$ cat config.mk
export PLATFORM = sky130hd
export DESIGN_NAME = inst_fetch
export DESIGN_NICKNAME = d
export VERILOG_FILES = /design/src/rtl/inst_fetch_pkg.sv /design/src/rtl/inst_fetch_pc_next.sv /design/src/rtl/inst_fetch.sv
export SDC_FILE = /design/constraint.sdc
export NUM_CORES = 1
export LEC_CHECK = 0
export CORE_MARGIN = 1
export CORE_UTILIZATION = 44
export DETAILED_ROUTE_END_ITERATION = 6
export PLACE_DENSITY = 0.84
export RECOVER_POWER = 100
export SYNTH_ARGS = -nofsm -noshare
export SYNTH_HDL_FRONTEND = slang
export SYNTH_HIERARCHICAL = 1
export SYNTH_SLANG_ARGS = --single-unit
$ cat constraint.sdc
create_clock -name clk -period 2.35 [get_ports clk]
set_clock_uncertainty 0.05 [all_clocks]
set_input_delay 0.3525 -clock clk [delete_from_list [all_inputs] [get_ports clk]]
set_output_delay 0.3525 -clock clk [all_outputs]
set_load 0.01 [all_outputs]
$ cat src/rtl/inst_fetch_pkg.sv
// Shared definitions for the instruction fetch slice.
//   pc_sel_e : next-PC select encodings driven by the control unit
//   state_e  : fetch FSM states (ERR exists only with INST_FETCH_MISALIGN_EN)
//   NOP      : addi x0,x0,0, shown in the instruction register until a fetch lands
package inst_fetch_pkg;

  typedef enum logic [1:0] {
    PC_INC     = 2'b00,
    PC_TARGET  = 2'b01,
    PC_HOLD    = 2'b10,
    PC_INC_ALT = 2'b11
  } pc_sel_e;

`ifdef INST_FETCH_MISALIGN_EN
  typedef enum logic [1:0] {
    BOOT = 2'd0,
    REQ  = 2'd1,
    EXEC = 2'd2,
    ERR  = 2'd3
  } state_e;
`else
  typedef enum logic [1:0] {
    BOOT = 2'd0,
    REQ  = 2'd1,
    EXEC = 2'd2
  } state_e;
`endif

  localparam logic [31:0] NOP = 32'h0000_0013;

endpackage

$ cat src/rtl/inst_fetch_pc_next.sv
// Next program-counter computation (purely combinational).
//   pc_i      : current pc
//   pc_sel_i  : 00 pc+4, 01 target, 10 hold, 11 pc+4
//   target_i  : jump/branch target byte address
//   pc_next_o : selected next pc (pc+4 wraps modulo 2^32)
module pc_next
  import inst_fetch_pkg::*;
(
  input  logic [31:0] pc_i,
  input  logic [1:0]  pc_sel_i,
  input  logic [31:0] target_i,
  output logic [31:0] pc_next_o
);

  always_comb begin
    pc_next_o = pc_i + 32'd4;
    case (pc_sel_e'(pc_sel_i))
      PC_TARGET: pc_next_o = target_i;
      PC_HOLD:   pc_next_o = pc_i;
      default:   pc_next_o = pc_i + 32'd4;
    endcase
  end

endmodule

$ cat src/rtl/inst_fetch.sv
// Instruction fetch unit: BOOT -> REQ -> EXEC loop with one outstanding
// instruction-memory read at a time.
//   clk, rst            : clock; asynchronous active-low reset
//   pc_sel, target      : next-PC select and jump/branch target from control
//   imem_addr/req       : memory request (held until imem_valid)
//   imem_rdata/valid    : memory response, honoured only in REQ
//   pc, inst            : current instruction address and word
//   opcode..rs2         : decode field slices of inst
//   inst_valid          : inst is valid for decode (EXEC)
//   misalign            : sticky misaligned-target flag
// Build option INST_FETCH_MISALIGN_EN: a misaligned jump target traps into ERR
// (no requests, no valid instruction) until reset. Without it the low two
// target bits are dropped and misalign stays 0.
module inst_fetch
  import inst_fetch_pkg::*;
#(
  parameter logic [31:0] RESET_PC = 32'h0000_0000
) (
  input  logic        clk,
  input  logic        rst,
  input  logic [1:0]  pc_sel,
  input  logic [31:0] target,
  output logic [31:0] imem_addr,
  output logic        imem_req,
  input  logic [31:0] imem_rdata,
  input  logic        imem_valid,
  output logic [31:0] pc,
  output logic [31:0] inst,
  output logic [4:0]  opcode,
  output logic [2:0]  func3,
  output logic [6:0]  func7,
  output logic [4:0]  rd,
  output logic [4:0]  rs1,
  output logic [4:0]  rs2,
  output logic        inst_valid,
  output logic        misalign
);

  state_e      state_q, state_d;
  logic [31:0] pc_q, pc_d;
  logic [31:0] inst_q, inst_d;
  logic [31:0] target_eff;
  logic [31:0] pc_nxt;

`ifdef INST_FETCH_MISALIGN_EN
  logic misalign_q, misalign_d;
  logic tgt_bad;

  assign target_eff = target;
  assign tgt_bad    = (pc_sel == PC_TARGET) && (target[1:0] != 2'b00);
  assign misalign   = misalign_q;
`else
  // Masking rather than slicing keeps every target bit in use.
  assign target_eff = target & 32'hFFFF_FFFC;
  assign misalign   = 1'b0;
`endif

  pc_next u_pc_next (
    .pc_i      (pc_q),
    .pc_sel_i  (pc_sel),
    .target_i  (target_eff),
    .pc_next_o (pc_nxt)
  );

  always_ff @(posedge clk or negedge rst) begin
    if (!rst) begin
      state_q <= BOOT;
      pc_q    <= RESET_PC;
      inst_q  <= NOP;
    end else begin
      state_q <= state_d;
      pc_q    <= pc_d;
      inst_q  <= inst_d;
    end
  end

`ifdef INST_FETCH_MISALIGN_EN
  always_ff @(posedge clk or negedge rst) begin
    if (!rst) misalign_q <= 1'b0;
    else      misalign_q <= misalign_d;
  end
`endif

  always_comb begin
    state_d = state_q;
    pc_d    = pc_q;
    inst_d  = inst_q;
`ifdef INST_FETCH_MISALIGN_EN
    misalign_d = misalign_q;
`endif
    case (state_q)
      BOOT: begin
        state_d = REQ;
        pc_d    = RESET_PC;
      end
      REQ: begin
        if (imem_valid) begin
          inst_d  = imem_rdata;
          state_d = EXEC;
        end
      end
      EXEC: begin
        if (pc_sel != PC_HOLD) begin
`ifdef INST_FETCH_MISALIGN_EN
          if (tgt_bad) begin
            misalign_d = 1'b1;
            state_d    = ERR;
          end else begin
            pc_d    = pc_nxt;
            state_d = REQ;
          end
`else
          pc_d    = pc_nxt;
          state_d = REQ;
`endif
        end
      end
`ifdef INST_FETCH_MISALIGN_EN
      ERR: begin
        state_d = ERR;
      end
`endif
      default: state_d = BOOT;
    endcase
  end

  // Outputs depend only on registered state so reset takes effect at once.
  assign imem_req   = (state_q == REQ);
  assign inst_valid = (state_q == EXEC);
  assign imem_addr  = pc_q;
  assign pc         = pc_q;
  assign inst       = inst_q;
  assign opcode     = inst_q[6:2];
  assign func3      = inst_q[14:12];
  assign func7      = inst_q[31:25];
  assign rd         = inst_q[11:7];
  assign rs1        = inst_q[19:15];
  assign rs2        = inst_q[24:20];

endmodule

Word level (Yosys, flattened, before mapping):

Index checks and enable logic that the tools add are counted.

* register bits after elaboration: 66
* word-level logic and storage cells: 23

* add/subtract/negate cells: 1
* eq/ne operators: 8
* multiplexer cells: 6
* reductions and logical operators: 5

Operators with widths (number)
* case mux 32 bit (2 select lines): 2
* adder 32 x 3 -> 32 bit, second input constant: 1
* 2-to-1 mux 32 bit: 1
* case mux 2 bit (3 select lines): 1
* == test 2 x 1 -> 1 bit, second input constant: 2
* == test 2 bit, second input constant: 2
* 2-to-1 mux 2 bit: 2
* != test 2 x 1 -> 1 bit, second input constant: 2
* != test 2 bit, second input constant: 2
* AND reduction 2 bit: 2
* AND reduction 3 bit: 1
* logical NOT 2 bit: 1
* nonzero test 2 bit: 1

Logic depth before layout (Yosys ltp):

* depth in word-level cells: 4
* mapped depth: 10
* gate-level depth less buffers: 8

Cells and area by module:

Netlist, hierarchy kept.

Modules (own cells, without submodules)
* inst_fetch: times used 1, cells an instance 322, area an instance 3542.1 um2
* pc_next: times used 1, cells an instance 179, area an instance 1216.2 um2

Worst setup path after synthesis:

OpenSTA, ideal clock, no wires.

* path kind: input to register
* start: input port pc_sel[0]
* end: register pc_q[5] (netlist: imem_addr[5])
* data arrival time: 1.864 ns
* slack: 0.340 ns
* stages: 9
* cell sequence: inv_1 > ha_1 > clkbuf_1 > clkbuf_1 > clkbuf_1 > nand2_1 > o211ai_1 > nand2_1 > o31ai_1

* longest elaborated chain between the ends: 4
* elaborated cells between the ends (all ways): 9
* those cells by class: 5 x eq/ne; 3 x mux; 1 x reduce/logical

Ends and longest elaborated chain
* start, declared: line inst_fetch.sv:21 `input logic [1:0] pc_sel,`
* == test 2 bit / == test 2 x 1 -> 1 bit (equally long branches): line inst_fetch_pc_next.sv:17 `case (pc_sel_e'(pc_sel_i))`
* case mux 32 bit (2 select lines) *: line inst_fetch_pc_next.sv:17
* via pc_nxt[5]: line inst_fetch.sv:43 `logic [31:0] pc_nxt;`
* 2-to-1 mux 32 bit *: line inst_fetch.sv:103 `if (pc_sel != PC_HOLD) begin`
* case mux 32 bit (2 select lines) *: line inst_fetch.sv:91 `case (state_q)`
* end signal, assigned: line inst_fetch.sv:72 `pc_q <= pc_d;`
* end, declared: line inst_fetch.sv:40 `logic [31:0] pc_q, pc_d;`

Mark *: on every way through the listed nets, which the timed path passes. The rest lies on a longest branch. The select of a mux whose other input is x is not followed.
A chain may end at the register's enable or synchronous reset.

Final worst setup path:

* start: register pc_q[2] (netlist: imem_addr[2])
* end: register pc_q[27] (netlist: imem_addr[27])

* longest elaborated chain between the ends: 4

Ends and longest elaborated chain
* adder 32 x 3 -> 32 bit: line inst_fetch_pc_next.sv:20 `default: pc_next_o = pc_i + 32'd4;`
* case mux 32 bit (2 select lines): line inst_fetch_pc_next.sv:17
* via pc_nxt[27]: line inst_fetch.sv:43
* 2-to-1 mux 32 bit: line inst_fetch.sv:103
* case mux 32 bit (2 select lines): line inst_fetch.sv:91

The timed path passes the listed nets, and every way through them passes these cells. The select of a mux whose other input is x is not followed.

==> impl_metrics.env <==
export IMPL_die_height_um=106
export IMPL_ys_warn_count=6
export IMPL_hp_class="flip-flop to flip-flop"
export IMPL_timing_rr_end="imem_addr[27]$_DFFE_PN0P_"
export IMPL_start_util_pct=45.7
export IMPL_path_class="flip-flop to flip-flop"
export IMPL_layout_cells_non_filler=782
export IMPL_p_total_w=0.00565
export IMPL_syn_avg_cell_area_um2=9.50
export IMPL_syn_area_um2=4760
export IMPL_grt_max_degree=67
export IMPL_tightest_slew_ns=0.933
export IMPL_grt_pass1_vias=4230
export IMPL_clock_latency_ns=0.34
export IMPL_cts_buffers=9
export IMPL_root_buffer="clkbuf_8"
export IMPL_die_w_um=106
export IMPL_gp_congestion=0.815
export IMPL_diodes=0
export IMPL_setup_tns_ns=0
export IMPL_cts_buffer_depth=2
export IMPL_die_area_um2=11200
export IMPL_critPathArrivalTime_ns=2.32
export IMPL_grt_pass1_wl_um=21500
export IMPL_track_usage_pct=23.9
export IMPL_regToRegStartpoint="imem_addr[2]$_DFFE_PN0P_"
export IMPL_initialDrtViolationCount=305
export IMPL_required_ns=2.54
export IMPL_fin_nets=713
export IMPL_rsz0062_at_grt="false"
export IMPL_cp_max_fo=8
export IMPL_min_to="inst[5]$_DFFE_PN0P_"
export IMPL_clk_pin_slew_ns=0.08
export IMPL_core_area_um2=10400
export IMPL_cts_sinks=66
export IMPL_worstHoldPathCells=1
export IMPL_drive_above_1_share_pct=9.91
export IMPL_syn_to_final_growth_pct=37.3
export IMPL_irDropWorstVdd_mv=0.476
export IMPL_cap_violations=0
export IMPL_yosysSeqAreaShare_pct=34.8
export IMPL_ys_types=53
export IMPL_fin_util_pct=62.7
export IMPL_cp_slowest_stage_delay_ns=0.45
export IMPL_routed_wl_um=13400
export IMPL_power_density_nw_per_um2=864
export IMPL_drc=0
export IMPL_cts_hold_buf=1
export IMPL_io_pin_count=198
export IMPL_start_kind="flip-flop"
export IMPL_fp_row_count=37
export IMPL_num_vias=4428
export IMPL_min_from="inst[5]$_DFFE_PN0P_"
export IMPL_crit_family="simple AND/OR/NAND/NOR gates"
export IMPL_end_kind="flip-flop"
export IMPL_synth_seq_cells=66
export IMPL_p_leak_nw=2.76
export IMPL_slowest_stage="dfrtp_1"
export IMPL_postCtsSetupRepairBufs=0
export IMPL_via_per_inst=5.66
export IMPL_drt_first_pass_iters=6
export IMPL_syn_inst=501
export IMPL_cp_num_buf_inv=0
export IMPL_fill_cells=877
export IMPL_antenna_found_initial=0
export IMPL_path_cells="and3_1, nand2_2, nor4_2, xnor2_1, a21oi_1, nand2_1, o31ai_1"
export IMPL_final_period_utilization_pct=90.9
export IMPL_clock_fmax_mhz=468
export IMPL_cts_resized_gates=0
export IMPL_fin_crit_ns=2.14
export IMPL_htree_num_levels=3
export IMPL_r2r_cells=7
export IMPL_wl_per_cell_um=17.1
export IMPL_setup_viol=0
export IMPL_dpl_cell_count=765
export IMPL_maxSlewHeadroom_pct=37.8
export IMPL_io_buffers=194
export IMPL_grt_ovfl_total=0
export IMPL_r2r_slack_ns=0.21
export IMPL_dp_final_hpwl_um=9350
export IMPL_status="completed"
export IMPL_drtAntennaViolNets=0
export IMPL_maxSlewViolCount=0
export IMPL_finalHoldViolations=0
export IMPL_cts_tree="done"
export IMPL_hold_worst_slack_ns=0.459
[metal layers]
| metal | wire, um | part of all wire [%] | track usage, % | vias up |
|---|---|---|---|---|
| met5 | 0 | 0 | 0 | - |
| met4 | 167 | 1.2 | 7.74 | 0 |
| met3 | 910 | 6.8 | 3.99 | 18 |
| met2 | 6750 | 50 | 41.0 | 222 |
| met1 | 5550 | 41 | 30.6 | 2147 |
| li1 | - | - | - | 2041 |
[synthesized netlist by cell type (all sizes together)]
library cell	instances	share of area, %
nand4	5	0.97
mux2i	1	0.21
clkbuf	22	1.8
a22o	2	0.37
o211ai	2	0.32
nand2b	2	0.26
inv	7	0.55
a221oi	17	3.1
a21o	5	0.79
dfrtp	63	33
nor2	5	0.39
conb	1	0.079
or2	1	0.13
a21oi	19	2.0
dlymetal6s2s	1	0.26
o31ai	32	5.0
and2	34	4.5
nor3b	1	0.26
and4	4	0.87
o21ai	10	1.1
nand2	53	4.4
a31oi	34	4.5
nand3	10	1.3
o41ai	1	0.18
buf	79	12
o311ai	3	0.55
a221o	4	0.84
nor2b	5	0.81
nor3	8	0.84
xnor2	12	2.2
and3	6	0.82
dfstp	3	1.7
o21a	2	0.32
xor2	3	0.55
a22oi	1	0.16
ha	3	0.79
nor4	7	1.6
mux2	32	9.9
a32oi	1	0.18
[cell families after synthesis]
logic type,after synthesis,synth area share (%)
AND/OR/NAND/NOR,141,17.1
AO/OA/AOI/OAI,133,19.4
buffers and inverters,109,15.0
flip-flops,66,34.8
multiplexers,33,10.1
XOR/XNOR,15,2.76
adder cells (fa/ha/maj),3,0.789
other,1,0.0788
[area by class of cell]
type                            count  area, um2  share of cell area, %
Multi-Input combinational cell    328       2260                   34.6
Timing Repair Buffer              229       2190                   33.5
Sequential cell                    66       1660                   25.4
Tap cell                          136        170                   2.60
Clock buffer                       10        138                   2.11
Clock inverter                      6       90.1                   1.38
Inverter                            7       26.3                  0.402
[cell usage in the layout, fill, tap and decap left out, types with 3 or more instances in the layout]
cell type	Yosys	layout
o21ai_0	9	9
nor3_1	8	8
clkdlybuf4s50_1	0	66
ha_1	3	3
clkbuf_8	0	10
nor2_1	5	5
a31oi_1	34	34
xor2_1	3	3
and3_1	5	5
nand3_1	9	9
a221o_1	4	4
a21o_1	5	5
nand2_1	51	51
nand4_1	4	4
and2_1	34	32
dfrtp_1	63	61
dfstp_2	3	3
clkbuf_1	21	5
a221oi_1	17	17
dlygate4sd3_1	0	128
buf_4	65	25
o311ai_0	3	3
mux2_1	3	31
o31ai_1	32	32
nor2b_1	4	4
a21oi_1	19	19
xnor2_1	12	12
inv_1	7	7
conb_1	1	3
nor4_1	5	6
[power by group]
group | switching [W] | total (W) | internal, W | leakage, nW
sequential | 0.000332 | 0.00186 | 0.00153 | 0.833
clock | 0.000466 | 0.00109 | 0.000628 | 0.112
combinational | 0.00125 | 0.00270 | 0.00145 | 1.81
total | 0.00205 | 0.00565 | 0.00360 | 2.76
[worst register-to-register path, stage by stage (launching register included)]
cell     delay, ns
dfrtp_1       0.45
and3_1        0.39
nand2_2       0.21
nor4_2        0.35
xnor2_1       0.11
a21oi_1       0.17
nand2_1       0.07
o31ai_1       0.24
[sequential cells by signal, summed over array words and instances, names as in the netlist]
name and flops:
state_q 2, inst 32, imem_addr 32
[per-stage QoR]
step | cell area [um2] | setup WS [ns]
2_1_floorplan | 4770 | 0.340
3_3_place_gp | 6470 | 0.00195
3_5_place_dp | 6470 | -0.0962
4_1_cts | 6710 | 0.206
5_1_grt | 6540 | 0.0215
6_report | 6540 | 0.215
[worst max path at each step]
stage / start / endpoint / slack [ns] / cells past startpoint
after floorplan: pc_sel[0] / imem_addr[5]$_DFFE_PN0P_ / 0.34 / 9
after global placement: pc_sel[0] / imem_addr[7]$_DFFE_PN0P_ / 0.002 / 10
after detailed placement: pc_sel[0] / imem_addr[7]$_DFFE_PN0P_ / -0.1 / 10
after CTS: imem_addr[2]$_DFFE_PN0P_ / imem_addr[27]$_DFFE_PN0P_ / 0.21 / 7
after global routing: imem_addr[2]$_DFFE_PN0P_ / imem_addr[11]$_DFFE_PN0P_ / 0.02 / 7
final: imem_addr[2]$_DFFE_PN0P_ / imem_addr[27]$_DFFE_PN0P_ / 0.21 / 7
(Power assumes the default switching activity.)
